## src/rtl/fetch_pkg.sv

```systemverilog
// Shared types and widths for the instruction fetch front end.
package fetch_pkg;

    localparam int unsigned INSTR_W = 32;
    localparam int unsigned FETCH_W = 2;

    typedef enum logic [1:0] {
        IDLE = 2'd0,
        RUN  = 2'd1,
        ERR  = 2'd2
    } fetch_state_e;

    typedef struct packed {
        logic [31:0]                    pc;
        logic [FETCH_W-1:0][INSTR_W-1:0] instr;
    } fetch_entry_t;

endpackage

```

## src/rtl/fetch_queue.sv

```systemverilog
// Power-of-two FIFO of fetch entries; clear has priority over push and pop.
module fetch_queue
    import fetch_pkg::*;
#(
    parameter int unsigned DEPTH = 4
) (
    input  logic         clk,
    input  logic         rst,
    input  logic         push,
    input  logic         pop,
    input  logic         clear,
    input  fetch_entry_t din,
    output fetch_entry_t head,
    output logic         full,
    output logic         empty
);

    localparam int unsigned PW = $clog2(DEPTH);

    fetch_entry_t  mem [DEPTH];
    logic [PW-1:0] wr_ptr;
    logic [PW-1:0] rd_ptr;
    logic [PW:0]   count;

    always_ff @(posedge clk or posedge rst) begin
        if (rst) begin
            wr_ptr <= '0;
            rd_ptr <= '0;
            count  <= '0;
        end else if (clear) begin
            wr_ptr <= '0;
            rd_ptr <= '0;
            count  <= '0;
        end else begin
            if (push) wr_ptr <= wr_ptr + 1'b1;
            if (pop)  rd_ptr <= rd_ptr + 1'b1;
            case ({push, pop})
                2'b10:   count <= count + 1'b1;
                2'b01:   count <= count - 1'b1;
                default: count <= count;
            endcase
        end
    end

    always_ff @(posedge clk) begin
        if (push && !clear) mem[wr_ptr] <= din;
    end

    assign head  = mem[rd_ptr];
    assign empty = (count == '0);
    assign full  = (count == (PW+1)'(DEPTH));

endmodule

```

## src/rtl/fetch_controller.sv

```systemverilog
// Fetch FSM: walks the PC in 8-byte pairs into a decode queue, honours redirects.
module fetch_controller
    import fetch_pkg::*;
#(
    parameter logic [31:0] RESET_PC = 32'h0000_0000,
    parameter int unsigned QDEPTH   = 4
) (
    input  logic                           clk,
    input  logic                           rst,
    output logic [31:0]                    fetch_pc_o,
    input  logic [FETCH_W-1:0][INSTR_W-1:0] instr_i,
    input  logic                           redirect_valid_i,
    input  logic [31:0]                    redirect_pc_i,
    output logic                           dec_valid_o,
    output logic [FETCH_W-1:0][INSTR_W-1:0] dec_instr_o,
    output logic [31:0]                    dec_pc_o,
    input  logic                           dec_ready_i,
    output logic                           misalign_o,
    output logic [31:0]                    misalign_pc_o,
    output logic [15:0]                    stall_cycles_o
);

    fetch_state_e state;
    fetch_entry_t enq_entry;
    fetch_entry_t head;
    logic         full;
    logic         empty;
    logic         pop;
    logic         push;

    // Redirect voids both queue operations for the cycle it is seen.
    assign pop  = !empty && dec_ready_i && !redirect_valid_i;
    assign push = (state == RUN) && !redirect_valid_i && (!full || pop);

    assign enq_entry.pc    = fetch_pc_o;
    assign enq_entry.instr = instr_i;

    fetch_queue #(
        .DEPTH(QDEPTH)
    ) u_queue (
        .clk  (clk),
        .rst  (rst),
        .push (push),
        .pop  (pop),
        .clear(redirect_valid_i),
        .din  (enq_entry),
        .head (head),
        .full (full),
        .empty(empty)
    );

    assign dec_valid_o = !empty;
    assign dec_pc_o    = head.pc;
    assign dec_instr_o = head.instr;

    always_ff @(posedge clk or posedge rst) begin
        if (rst) begin
            state          <= IDLE;
            fetch_pc_o     <= RESET_PC;
            misalign_o     <= 1'b0;
            misalign_pc_o  <= '0;
            stall_cycles_o <= '0;
        end else if (redirect_valid_i) begin
            if (redirect_pc_i[1:0] == 2'b00) begin
                fetch_pc_o <= redirect_pc_i;
                misalign_o <= 1'b0;
                state      <= RUN;
            end else begin
                misalign_o    <= 1'b1;
                misalign_pc_o <= redirect_pc_i;
                state         <= ERR;
            end
        end else begin
            case (state)
                IDLE: state <= RUN;
                RUN: begin
                    if (push)
                        fetch_pc_o <= fetch_pc_o + 32'd8;
                    else if (stall_cycles_o != '1)
                        stall_cycles_o <= stall_cycles_o + 16'd1;
                end
                default: state <= state;
            endcase
        end
    end

endmodule
```

## config.mk

```make
export PLATFORM = sky130hd
export DESIGN_NAME = fetch_controller
export DESIGN_NICKNAME = d
export VERILOG_FILES = /design/src/rtl/fetch_pkg.sv /design/src/rtl/fetch_queue.sv /design/src/rtl/fetch_controller.sv
export SDC_FILE = /design/constraint.sdc
export NUM_CORES = 1
export LEC_CHECK = 0
export CAP_MARGIN = 20
export CORE_MARGIN = 2
export CORE_UTILIZATION = 25
export CTS_CLUSTER_SIZE = 25
export DETAILED_ROUTE_END_ITERATION = 8
export PLACE_DENSITY = 0.54
export SETUP_SLACK_MARGIN = 0.4
export SLEW_MARGIN = 30
export SYNTH_ARGS = -nofsm -noshare
export SYNTH_HDL_FRONTEND = slang
export SYNTH_SLANG_ARGS = --single-unit
```

## constraint.sdc

```tcl
create_clock -name clk -period 7.5 [get_ports clk]
set_clock_uncertainty 0.15 [all_clocks]
set_input_delay 1.5 -clock clk [delete_from_list [all_inputs] [get_ports clk]]
set_output_delay 1.5 -clock clk [all_outputs]
set_load 0.005 [all_outputs]
```

# After elaboration in Yosys (flattened, before gate mapping)
# Memories as Yosys holds them, arrays and structs flattened.
# Index checks and enable logic that the tools add are counted.
[classes]
n_bitwise = 3
n_mux = 16
addsub = 6
n_eq_ne = 6
n_reduce_logical = 20
[ops]
columns = ["cell", "n"]
rows = [
  ["$mux W32", 4],
  ["$add A32 B4 Y32 const B", 1],
  ["$add A16 B1 Y16 const B", 1],
  ["$ne A16 B16 Y1 const B", 1],
  ["$mux W2", 7],
  ["$reduce_bool A2 Y1", 4],
  ["$pmux W3 S2", 1],
  ["$logic_and A1 B1 Y1", 5],
  ["$add A2 B1 Y2 const B", 2],
  ["$eq A2 B1 Y1 const B", 2],
  ["$logic_not A2 Y1", 2],
  ["$reduce_and A4 Y1", 1],
  ["$add A3 B1 Y3 const B", 1],
  ["$eq A3 B3 Y1 const B", 1],
  ["$logic_not A1 Y1", 3],
  ["$logic_not A3 Y1", 1],
  ["$mux W1", 3],
  ["$mux W3", 1],
  ["$not A1 Y1", 3],
  ["$reduce_and A3 Y1", 1],
  ["$reduce_bool A3 Y1", 1],
  ["$sub A3 B1 Y3 const B", 1],
  ["$eq A2 B2 Y1 const B", 1],
  ["$ne A2 B1 Y1 const B", 1],
  ["other kinds (2)", 2],
]
[totals]
out_inout_bits = 178
reg_bits = 90
wordCells = 60
mem_count = 1
mem_bits_rw = 384
in_bits = 100
[mem_list]
columns = ["memory", "depth", "word_bits", "rd", "rd_clocked_by_memory_dff", "wr", "line", "text"]
rows = [
  ["u_queue.mem", 4, 96, 1, 0, 1, "fetch_queue.sv:20", "fetch_entry_t mem [DEPTH];"],
]

# Depth between registers and ports, before layout
# Gate-level depths: netlist of run 1.
[logic_depth]
ltp_word = 9
ltp_mapped = 9
ltp_nobuf = 7

# Cells and area by module
# Synthesis of run 1 repeated with hierarchy kept, for this count alone.
[unflattened]
cells_unflattened = 933
area_unflattened_um2 = 18295.0
[by_module_without_submodules]
columns = ["mod", "cells_each", "seq_area_each_um2", "area_each_um2", "n_inst"]
rows = [
  ["fetch_queue", 546, 11706.2, 14277.4, 1],
  ["fetch_controller", 387, 2077.0, 4017.6, 1],
]

# Worst setup path after synthesis of run 1
# No wires, ideal clock.
[synth_timing]
kind = "input to register"
from = "input port redirect_valid_i"
to = "memory u_queue.mem[0][0] (netlist bit) (enable)"
cell_stages = 4
slack_ns = 2.303
path_buffers = 1
setup_ns = 0.466
arrival_time_ns = 4.581
required_time_ns = 6.884
path_cell_list = "clkbuf_1 -> or3b_1 -> nor2_2 -> and2_1"
[synth_between]
elab_chain_cells = 7
elab_cells_between_ends = 8
classes_between = "2 x mux; 6 x reduce/logical"
[synth_rtl]
columns = ["element", "line", "text"]
rows = [
  ["start: declaration", "fetch_controller.sv:12", "input logic redirect_valid_i,"],
  ["$logic_not A1 Y1 (*)", "fetch_queue.sv:46, fetch_controller.sv:32, fetch_controller.sv:33", ""],
  ["$logic_and A1 B1 Y1", "fetch_controller.sv:32", "assign pop = !empty && dec_ready_i && !redirect_valid_i;"],
  ["$logic_or A1 B1 Y1", "fetch_controller.sv:33", "assign push = (state == RUN) && !redirect_valid_i && (!full || pop);"],
  ["$logic_and A1 B1 Y1", "fetch_controller.sv:33", ""],
  ["$logic_and A1 B1 Y1 (*)", "fetch_queue.sv:46", "if (push && !clear) mem[wr_ptr] <= din;"],
  ["$mux W1 (*)", "fetch_queue.sv:46", ""],
  ["$mux W1 (implied by the code) (*)", "fetch_queue.sv:46", ""],
  ["end: declaration", "fetch_queue.sv:20", ""],
]
# Every way passes the cells marked *; elsewhere a longest branch is shown, timed or not.

==> results of run 1 <==
-- power by group --
group	total [mW]	switching (mW)	internal (mW)
sequential	3.29	0.237	3.05
clock	2.72	1.07	1.65
combinational	1.31	0.524	0.783
total	7.31	1.83	5.48
-- registers in the layout (all words and copies together), names as in the netlist --
name            cells
u_queue.mem       384
misalign_pc_o      32
state               2
misalign_o          1
u_queue.rd_ptr      2
u_queue.count       3
u_queue.wr_ptr      2
fetch_pc_o         32
stall_cycles_o     16
-- area by class of cell --
| cell class | instances | area [um^2] |
|---|---|---|
| clock inverter | 34 | 418 |
| clock buffer | 68 | 1440 |
| multi-input combinational | 413 | 4360 |
| antenna | 1 | 2.50 |
| tap | 959 | 1200 |
| inverter | 11 | 43.8 |
| fill | 6873 | 48500 |
| sequential | 474 | 13800 |
| timing repair buffer | 294 | 2960 |
-- cells in the mapped netlist, types with 5 or more instances --
master / count / area share, %
and2_1: 10 / 0.34
a31oi_1: 5 / 0.17
nand3_1: 16 / 0.44
xnor2_1: 11 / 0.53
mux2i_1: 8 / 0.44
nand2_1: 34 / 0.70
edfxtp_1: 384 / 63
nor3_1: 8 / 0.22
nor2_1: 31 / 0.63
buf_2: 15 / 0.41
clkbuf_1: 23 / 0.47
ha_1: 6 / 0.41
a21oi_1: 25 / 0.68
xor2_1: 6 / 0.29
dfrtp_1: 90 / 12
mux4_2: 96 / 12
and3_1: 14 / 0.48
mux2_2: 32 / 2.0
o21ai_0: 33 / 0.90
nand4_1: 16 / 0.55
inv_1: 11 / 0.23
-- worst max-delay path by stage --
stage | cells after the start | startpoint | to
2_1_floorplan | 4 | redirect_valid_i | u_queue.mem[0][0]$_DFFE_PP_
3_3_place_gp | 5 | dec_ready_i | u_queue.mem[3][68]$_DFFE_PP_
3_5_place_dp | 5 | dec_ready_i | u_queue.mem[2][68]$_DFFE_PP_
4_1_cts | 3 | u_queue.rd_ptr[0]$_DFFE_PP0P_ | dec_instr_o[52]
5_1_grt | 3 | u_queue.rd_ptr[0]$_DFFE_PP0P_ | dec_instr_o[61]
6_report | 3 | u_queue.rd_ptr[0]$_DFFE_PP0P_ | dec_instr_o[52]
-- critical path, stage by stage, from the launching register on --
cell and delay [ps]:
dfrtp_4 940, buf_4 690, mux4_2 600, clkdlybuf4s50_1 500
-- placed cells by master, fill, tap and decap left out, types with 3 or more instances in the layout --
cell | netlist | layout
clkbuf_1 | 23 | 10
nor2_1 | 31 | 31
or3_1 | 4 | 4
a31oi_1 | 5 | 5
and2_4 | 0 | 4
edfxtp_1 | 384 | 384
clkdlybuf4s50_1 | 0 | 276
nand3_1 | 16 | 16
xnor2_1 | 11 | 11
mux4_2 | 96 | 96
nor3_1 | 8 | 8
inv_6 | 0 | 4
and2_1 | 10 | 6
clkinvlp_4 | 0 | 8
ha_1 | 6 | 6
nor4_4 | 2 | 3
xor2_1 | 6 | 6
mux2i_1 | 8 | 8
clkbuf_16 | 0 | 54
and3_1 | 14 | 14
clkinv_1 | 0 | 7
clkbuf_8 | 0 | 4
buf_4 | 0 | 13
clkinv_2 | 0 | 4
a22oi_1 | 3 | 3
inv_1 | 11 | 10
nand2_1 | 34 | 34
a21oi_1 | 25 | 25
o21ai_0 | 33 | 33
a22o_1 | 3 | 3
nand4_1 | 16 | 16
a31o_2 | 3 | 3
nor2_2 | 3 | 3
bufinv_16 | 0 | 8
dfrtp_1 | 90 | 88
mux2_2 | 32 | 32
-- kinds of logic after synthesis --
logic type	synth area share, %
muxes	14.2
adders and majority gates	0.519
AOI/OAI and AO/OA	3.38
and+or+nand+nor	4.70
buffers and inverters	1.19
DFF	75.2
xor gates and xnor gates	0.812
-- routing by layer --
metal | up-vias | part of all wire (%)
li1 | 4436 | -
met1 | 5127 | 45
met2 | 268 | 47
met3 | 59 | 6.5
met4 | 0 | 2.0
met5 | - | 0
-- through the flow --
| stage | cell area (um^2) | total power, mW | utilization (%) | hold slack [ps] |
|---|---|---|---|---|
| finish | 24200 | 7.31 | 33.3 | 337 |
| CTS | 24200 | 7.47 | 33.2 | 344 |
| floorplan | 18300 | 3.88 | - | 317 |
| global placement | 22300 | 4.67 | 30.6 | 315 |
| global route | 24200 | 7.66 | 33.3 | 358 |
| detailed placement | 22300 | 4.69 | 30.7 | 327 |
==> run_results.csv, run 1 <==
group,metric,value,unit
status,status,"complete, no violations",
min_path,min_path_cells,2,
logic_synthesis,synth-seq-cells,474,
drt,routed_via_density,4.39,
logic_synthesis,seq_area_frac_synth,75.2,%
final_layout,area_growth,32.1,%
global_routing,grt_start_max_net_pins,65,
timing,rsz0062_at_grt,"false",
floorplanning,die_h,275,um
timing,setup_tns,0,ps
cts,cts_tree,"built",
cts,cts_buffer_depth,3,
power_and_ir_drop,ir_drop,0.175,mV
cts,cts_buffers,54,
cts,cts-root-buf,"clkbuf_16",
floorplanning,coreArea,72700,um^2
timing,fin_ws,2470,ps
floorplanning,die_area,75500,um^2
power_and_ir_drop,p_leak,7.96,nW
critical_path,startpoint_type,"register",
min_path,hold_path.startpoint,"misalign_pc_o[27]$_DFFE_PP0P_",
timing,finalMaxSlewViolations,0,
place,gp_congestion,0.729,
drt,wl_per_cell,19.9,um
logic_synthesis,yosysWarnings,0,
place,dpl.hpwl,28900,um
cts,post-cts-setup-buffers,0,
cts,post_cts_resized,0,
run,maxCapViolCount,0,
drt,route.antenna.remaining_nets,0,
global_routing,grt_pass1_wl,66800,um
global_routing,use_met2,18.7,%
logic_synthesis,synth_edf_count,384,
critical_path,crit_required,5850,ps
min_path,hold_end,"misalign_pc_o[27]$_DFFE_PP0P_",
drt,vias,9890,
global_routing,grt_overflow,0,
timing,hold_viol_final,0,
logic_synthesis,synthCells,940,
global_routing,grt_pass1_vias,10400,
cts,clk_latency,590,ps
drt,first_pass_iters,5,
global_routing,gr-max-usage-layer,"met2",
drt,drtIter0Drc,507,
critical_path,cp.arrival,3380,ps
critical_path,regToRegStartpoint,"state[1]$_DFFE_PP0P_",
logic_synthesis,postSynthAreaPerCell,19.5,um^2
timing,fin_crit_sh,67.0,%
floorplanning,rows,99,
global_routing,met3_usage,3.33,%
min_path,hp-class,"reg -> reg",
timing,fin_crit,5030,ps
drt,drt_wl_total,44900,um
global_routing,grtUsageTotal,11.7,%
logic_synthesis,ys.flop_type,"edfxtp_1",
place,io_buffers,277,
cts,postCtsHoldBufs,0,
place,dp.cells,2149,
timing,relSlewSlack,41.5,%
critical_path,rr_worst_depth,5,
global_routing,gr-usage-met1,15.6,%
critical_path,r2r-end,"u_queue.mem[3][71]$_DFFE_PP_",
cts,path_clk_slew,60,ps
cts,h-tree-depth,2,
power_and_ir_drop,powerDensity,302,nW/um^2
timing,setup_viol,0,
final_layout,drive_gt1_share,19.8,%
timing,tightest_slew,876,ps
timing,fmax,199,MHz
global_routing,antenna_found_initial,0,
critical_path,crit_fanout,37,
final_layout,nNetsFinal,1355,
floorplanning,start_util,25.2,%
logic_synthesis,synth_nets,1047,
logic_synthesis,syn_area,18300,um^2
drt,drc,0,
critical_path,r2r_slack,4450,ps
final_layout,fin_cells,2254,
logic_synthesis,ys_async_sr_fraction,19.0,%
logic_synthesis,synth_cell_type_count,60,
floorplanning,die_w,275,um
critical_path,crit_type,"reg -> out",
critical_path,endpoint_kind,"primary output",
floorplanning,ios,278,
cts,cts.sinks,474,
place,place_ws,2790,ps
Power figures use the tool's default switching activity.
==> run 2, diff against run 1 <==
--- a/config.mk
+++ b/config.mk
@@ -10,7 +10,7 @@
 export CORE_UTILIZATION = 25
 export CTS_CLUSTER_SIZE = 25
 export DETAILED_ROUTE_END_ITERATION = 8
-export PLACE_DENSITY = 0.54
+export PLACE_DENSITY = 0.56
 export SETUP_SLACK_MARGIN = 0.4
 export SLEW_MARGIN = 30
 export SYNTH_ARGS = -nofsm -noshare
==> constraint.sdc (replaced) <==
create_clock -name clk -period 4.6 [get_ports clk]
set_clock_uncertainty 0.15 [all_clocks]
set_input_delay 0.92 -clock clk [delete_from_list [all_inputs] [get_ports clk]]
set_output_delay 0.92 -clock clk [all_outputs]
set_load 0.005 [all_outputs]
==> run_results.csv, run 2 (synthesized netlist as in run 1, its figures left out) <==
group,metric,value,unit
min_path,hold_path.startpoint,"misalign_pc_o[0]$_DFFE_PP0P_",
cts,cts-root-buf,"clkbuf_16",
cts,cts_buffer_depth,3,
timing,hold_viol_final,0,
cts,cts_tree,"built",
global_routing,grt_overflow,0,
place,dp.cells,2152,
critical_path,r2r_slack,2000,ps
critical_path,crit_required,3530,ps
timing,setup_viol,0,
final_layout,nNetsFinal,1357,
critical_path,cp.arrival,2860,ps
critical_path,r2r-end,"fetch_pc_o[21]$_DFFE_PP0P_",
min_path,min_path_cells,2,
cts,post_cts_resized,0,
place,io_buffers,277,
final_layout,drive_gt1_share,19.4,%
timing,fin_crit_sh,85.5,%
cts,cts.sinks,474,
critical_path,startpoint_type,"register",
critical_path,rr_worst_depth,6,
floorplanning,die_area,75500,um^2
final_layout,largest_reg_flops,384,
cts,path_clk_slew,60,ps
place,dpl.hpwl,28300,um
timing,finalMaxSlewViolations,0,
global_routing,grt_pass1_wl,65800,um
final_layout,area_growth,32.1,%
timing,fmax,254,MHz
timing,relSlewSlack,45.7,%
critical_path,crit_start,"u_queue.rd_ptr[0]$_DFFE_PP0P_",
global_routing,grt_pass1_vias,10600,
cts,clk_latency,600,ps
floorplanning,start_util,25.2,%
floorplanning,die_h,275,um
drt,drt_wl_total,44100,um
drt,drc,0,
global_routing,grtUsageTotal,11.6,%
final_layout,layout_commonest_cell,"edfxtp_1",
power_and_ir_drop,p_leak,7.96,nW
critical_path,crit_fanout,32,
min_path,hold_end,"misalign_pc_o[0]$_DFFE_PP0P_",
drt,drtIter0Drc,558,
timing,tightest_slew,814,ps
cts,cts_buffers,55,
final_layout,fin_cells,2255,
cts,post-cts-setup-buffers,0,
critical_path,regToRegStartpoint,"fetch_pc_o[4]$_DFFE_PP0P_",
drt,wl_per_cell,19.6,um
timing,rsz0062_at_grt,"false",
floorplanning,die_w,275,um
status,status,"complete, no violations",
critical_path,crit_type,"reg -> out",
power_and_ir_drop,powerDensity,485,nW/um^2
drt,first_pass_iters,5,
power_and_ir_drop,ir_drop,0.299,mV
global_routing,antenna_found_initial,1,
floorplanning,coreArea,72700,um^2
final_layout,top_regs,"u_queue.mem: 384 flops, fetch_pc_o: 32 flops, misalign_pc_o: 32 flops",
critical_path,endpoint_kind,"primary output",
final_layout,final_cell_mix,"384 x edfxtp_1, 276 x clkdlybuf4s50_1, 96 x mux4_2",
cts,h-tree-depth,2,
cts,postCtsHoldBufs,0,
run,maxCapViolCount,0,
floorplanning,ios,278,
final_layout,regMostFlops,"u_queue.mem",
timing,setup_tns,0,ps
global_routing,grt_start_max_net_pins,97,
final_layout,num_antenna_cells,0,
drt,route.antenna.remaining_nets,0,
drt,vias,9837,
timing,fin_crit,3930,ps
place,gp_congestion,0.719,
floorplanning,rows,99,
min_path,hp-class,"reg -> reg",
drt,routed_via_density,4.36,
## run 2: area by class of cell
type / instances / area [um^2]
clock buffer: 68 / 1430
timing repair buffer: 295 / 3060
sequential: 474 / 13800
fill: 6884 / 48500
multi-input combinational: 413 / 4360
tap: 959 / 1200
inverter: 11 / 43.8
clock inverter: 35 / 335
## run 2: routing by layer
layer	share of wire [%]	global-route usage (%)	up-vias
li1	-	-	4454
met1	43	14.9	5058
met2	49	19.4	249
met3	5.0	2.37	74
met4	2.4	4.05	2
met5	0.034	0	-
## run 2: how the worst max path moves through the flow
| stage | end | slack, ps | cells after the start |
|---|---|---|---|
| after floorplan | u_queue.mem[0][0]$_DFFE_PP_ | 1040 | 4 |
| after global placement | fetch_pc_o[17]$_DFFE_PP0P_ | 1140 | 6 |
| after detailed placement | fetch_pc_o[17]$_DFFE_PP0P_ | 1110 | 6 |
| after CTS | dec_instr_o[32] | 540 | 3 |
| after global routing | dec_pc_o[31] | 480 | 3 |
| final | dec_instr_o[6] | 670 | 3 |
## run 2: through the flow
| step | instance area, um^2 | utilization, % | setup WS, ps | power [mW] | hold WS [ps] |
|---|---|---|---|---|---|
| after floorplan | 18300 | - | 1040 | 6.31 | 317 |
| after global placement | 22400 | 30.8 | 1140 | 7.64 | 318 |
| after detailed placement | 22500 | 30.9 | 1110 | 7.67 | 322 |
| after CTS | 24200 | 33.3 | 545 | 12.0 | 335 |
| after global routing | 24200 | 33.3 | 479 | 12.3 | 363 |
| final | 24200 | 33.3 | 666 | 11.7 | 329 |
## run 2: worst max-delay path, cell delays in order (launching register included)
cell and delay [ps]:
dfrtp_4 790, buf_12 360, mux4_2 600, clkdlybuf4s50_1 490
## run 2: where the power goes
part / internal (mW) / switching [mW]
clock network: 2.49 / 1.73
registers: 4.98 / 0.371
logic: 1.31 / 0.866
total: 8.78 / 2.97
==> run 3, diff against run 2 <==
--- a/config.mk
+++ b/config.mk
@@ -6,7 +6,6 @@
 export NUM_CORES = 1
 export LEC_CHECK = 0
 export CAP_MARGIN = 20
-export CORE_MARGIN = 2
 export CORE_UTILIZATION = 25
 export CTS_CLUSTER_SIZE = 25
 export DETAILED_ROUTE_END_ITERATION = 8
==> run_results.csv, run 3 (synthesized netlist as in run 1, its figures left out) <==
group,metric,value,unit
timing,fmax,262,MHz
power_and_ir_drop,p_switching,2.98,mW
cts,clk_latency,600,ps
cts,h-tree-depth,2,
timing,setup_tns,0,ps
drt,drtIter0Drc,684,
cts,path_clk_slew,60,ps
drt,met1_length,20000,um
power_and_ir_drop,internal_power,8.83,mW
status,status,"complete, no violations",
global_routing,grt_pass1_vias,10300,
final_layout,final_cell_mix,"384 x edfxtp_1, 276 x clkdlybuf4s50_1, 96 x mux4_2",
power_and_ir_drop,p_leak,7.96,nW
floorplanning,die_area,74400,um^2
critical_path,crit_start,"u_queue.rd_ptr[0]$_DFFE_PP0P_",
global_routing,antenna_found_initial,0,
critical_path,max_stage_delay,640,ps
floorplanning,die_w,273,um
critical_path,regToRegStartpoint,"state[1]$_DFFE_PP0P_",
critical_path,crit_required,3530,ps
timing,finalMaxSlewViolations,0,
timing,fin_ws,784,ps
critical_path,crit_buf_inv,2,
power_and_ir_drop,powerDensity,488,nW/um^2
critical_path,cp.arrival,2750,ps
timing,fin_crit_sh,83.0,%
place,dpl.hpwl,28200,um
cts,cts_buffers,54,
final_layout,regMostFlops,"u_queue.mem",
final_layout,fin_cells,2243,
critical_path,r2r-end,"u_queue.mem[0][32]$_DFFE_PP_",
drt,dr.max_layer_used,"met4",
critical_path,startpoint_type,"register",
timing,relSlewSlack,48.0,%
cts,cts-root-buf,"clkbuf_16",
floorplanning,coreArea,72000,um^2
critical_path,rr_worst_depth,4,
place,dp.cells,2142,
critical_path,crit_fanout,44,
critical_path,endpoint,"dec_pc_o[13]",
run,maxCapViolCount,0,
global_routing,grtUsageTotal,11.9,%
final_layout,fin_util,33.6,%
critical_path,cp_slowest_cell,"dfrtp_4",
place,placed_area,22400,um^2
cts,post-cts-setup-buffers,0,
timing,tightest_slew,779,ps
cts,postCtsHoldBufs,0,
floorplanning,die_h,273,um
global_routing,grt_overflow,0,
timing,rsz0062_at_grt,"false",
critical_path,endpoint_kind,"primary output",
cts,cts_tree,"built",
power_and_ir_drop,clock_power_share,36.3,%
drt,drt_wl_total,44500,um
floorplanning,ios,278,
drt,route.met3.wl,2430,um
critical_path,r2r_slack,2040,ps
power_and_ir_drop,pwr-share-comb,18.5,%
cts,cts_buffer_depth,3,
drt,wl_per_cell,19.8,um
critical_path,cp_top_family,"buffers and inverters",
place,gp_congestion,0.748,
final_layout,drive_gt1_share,19.5,%
power_and_ir_drop,ir_drop,0.288,mV
critical_path,cp_cell_sequence,"buf_12 -> mux4_2 -> clkdlybuf4s50_1",
cts,cts.sinks,474,
final_layout,top_regs,"u_queue.mem: 384 flops, fetch_pc_o: 32 flops, misalign_pc_o: 32 flops",
power_and_ir_drop,pwr-share-seq,45.2,%
global_routing,grt_start_max_net_pins,97,
timing,fin_crit,3820,ps
critical_path,crit_type,"reg -> out",
final_layout,largest_reg_flops,384,
place,place_ws,1190,ps
timing,hold_viol_final,0,
critical_path,critical_path_cell_count,3,
final_layout,final_area,24200,um^2
drt,route.antenna.remaining_nets,0,
final_layout,nNetsFinal,1355,
drt,wl_met2,21100,um
final_layout,layout_commonest_cell,"edfxtp_1",
final_layout,num_antenna_cells,0,
final_layout,area_growth,32.1,%
drt,routed_via_density,4.44,
drt,vias,9948,
cts,post_cts_resized,0,
floorplanning,start_util,25.5,%
place,io_buffers,277,
min_path,hp-class,"reg -> reg",
global_routing,grt_pass1_wl,66500,um
floorplanning,rows,98,
power_and_ir_drop,switching_share,25.2,%
drt,first_pass_iters,5,
min_path,min_path_cells,2,
final_layout,fillers,6786,
timing,setup_viol,0,
drt,drc,0,
[run 3: power groups by stage]
stage          Clock (mW)  Combinational (mW)  Sequential (mW)
6_report             4.28                2.19             5.33
5_1_grt              4.58                2.37             5.39
4_1_cts              4.43                2.25             5.35
3_5_place_dp            0                2.24             5.43
3_3_place_gp            0                2.23             5.41
2_1_floorplan           0                1.05             5.26
[run 3: stage by stage]
stage	power, mW	hold WS [ps]
detailed placement	7.68	321
global placement	7.64	314
CTS	12.0	343
finish	11.8	334
global route	12.3	370
floorplan	6.31	317
[run 3: cell type report]
cell class / count / area [um^2] / share of cell area, %
clock inverters: 38 / 377 / 1.56
well taps: 950 / 1190 / 4.91
repair buffers: 294 / 3040 / 12.6
flip-flops and latches: 474 / 13800 / 57.0
clock buffers: 63 / 1420 / 5.85
multi-input cells: 413 / 4350 / 18.0
inverters: 11 / 43.8 / 0.181
[run 3: worst min path at each step]
stage,slack (ps),from,to
after floorplan,320,misalign_pc_o[1]$_DFFE_PP0P_,misalign_pc_o[1]$_DFFE_PP0P_
after global placement,310,misalign_pc_o[0]$_DFFE_PP0P_,misalign_pc_o[0]$_DFFE_PP0P_
after detailed placement,320,misalign_pc_o[1]$_DFFE_PP0P_,misalign_pc_o[1]$_DFFE_PP0P_
after CTS,340,stall_cycles_o[9]$_DFFE_PP0P_,stall_cycles_o[9]$_DFFE_PP0P_
after global routing,370,stall_cycles_o[9]$_DFFE_PP0P_,stall_cycles_o[9]$_DFFE_PP0P_
final,330,misalign_pc_o[1]$_DFFE_PP0P_,misalign_pc_o[1]$_DFFE_PP0P_
[run 3: layer usage]
metal / global-route usage (%) / vias to the layer above
met5: 0 / -
li1: - / 4439
met1: 16.1 / 5187
met4: 3.44 / 0
met3: 2.66 / 53
met2: 19.0 / 269
[run 3: worst register-to-register path, stage by stage, from the launching register on]
cell     delay [ps]
dfrtp_1         400
or3b_1          430
nor2_2          320
and2_4          580
buf_12          330
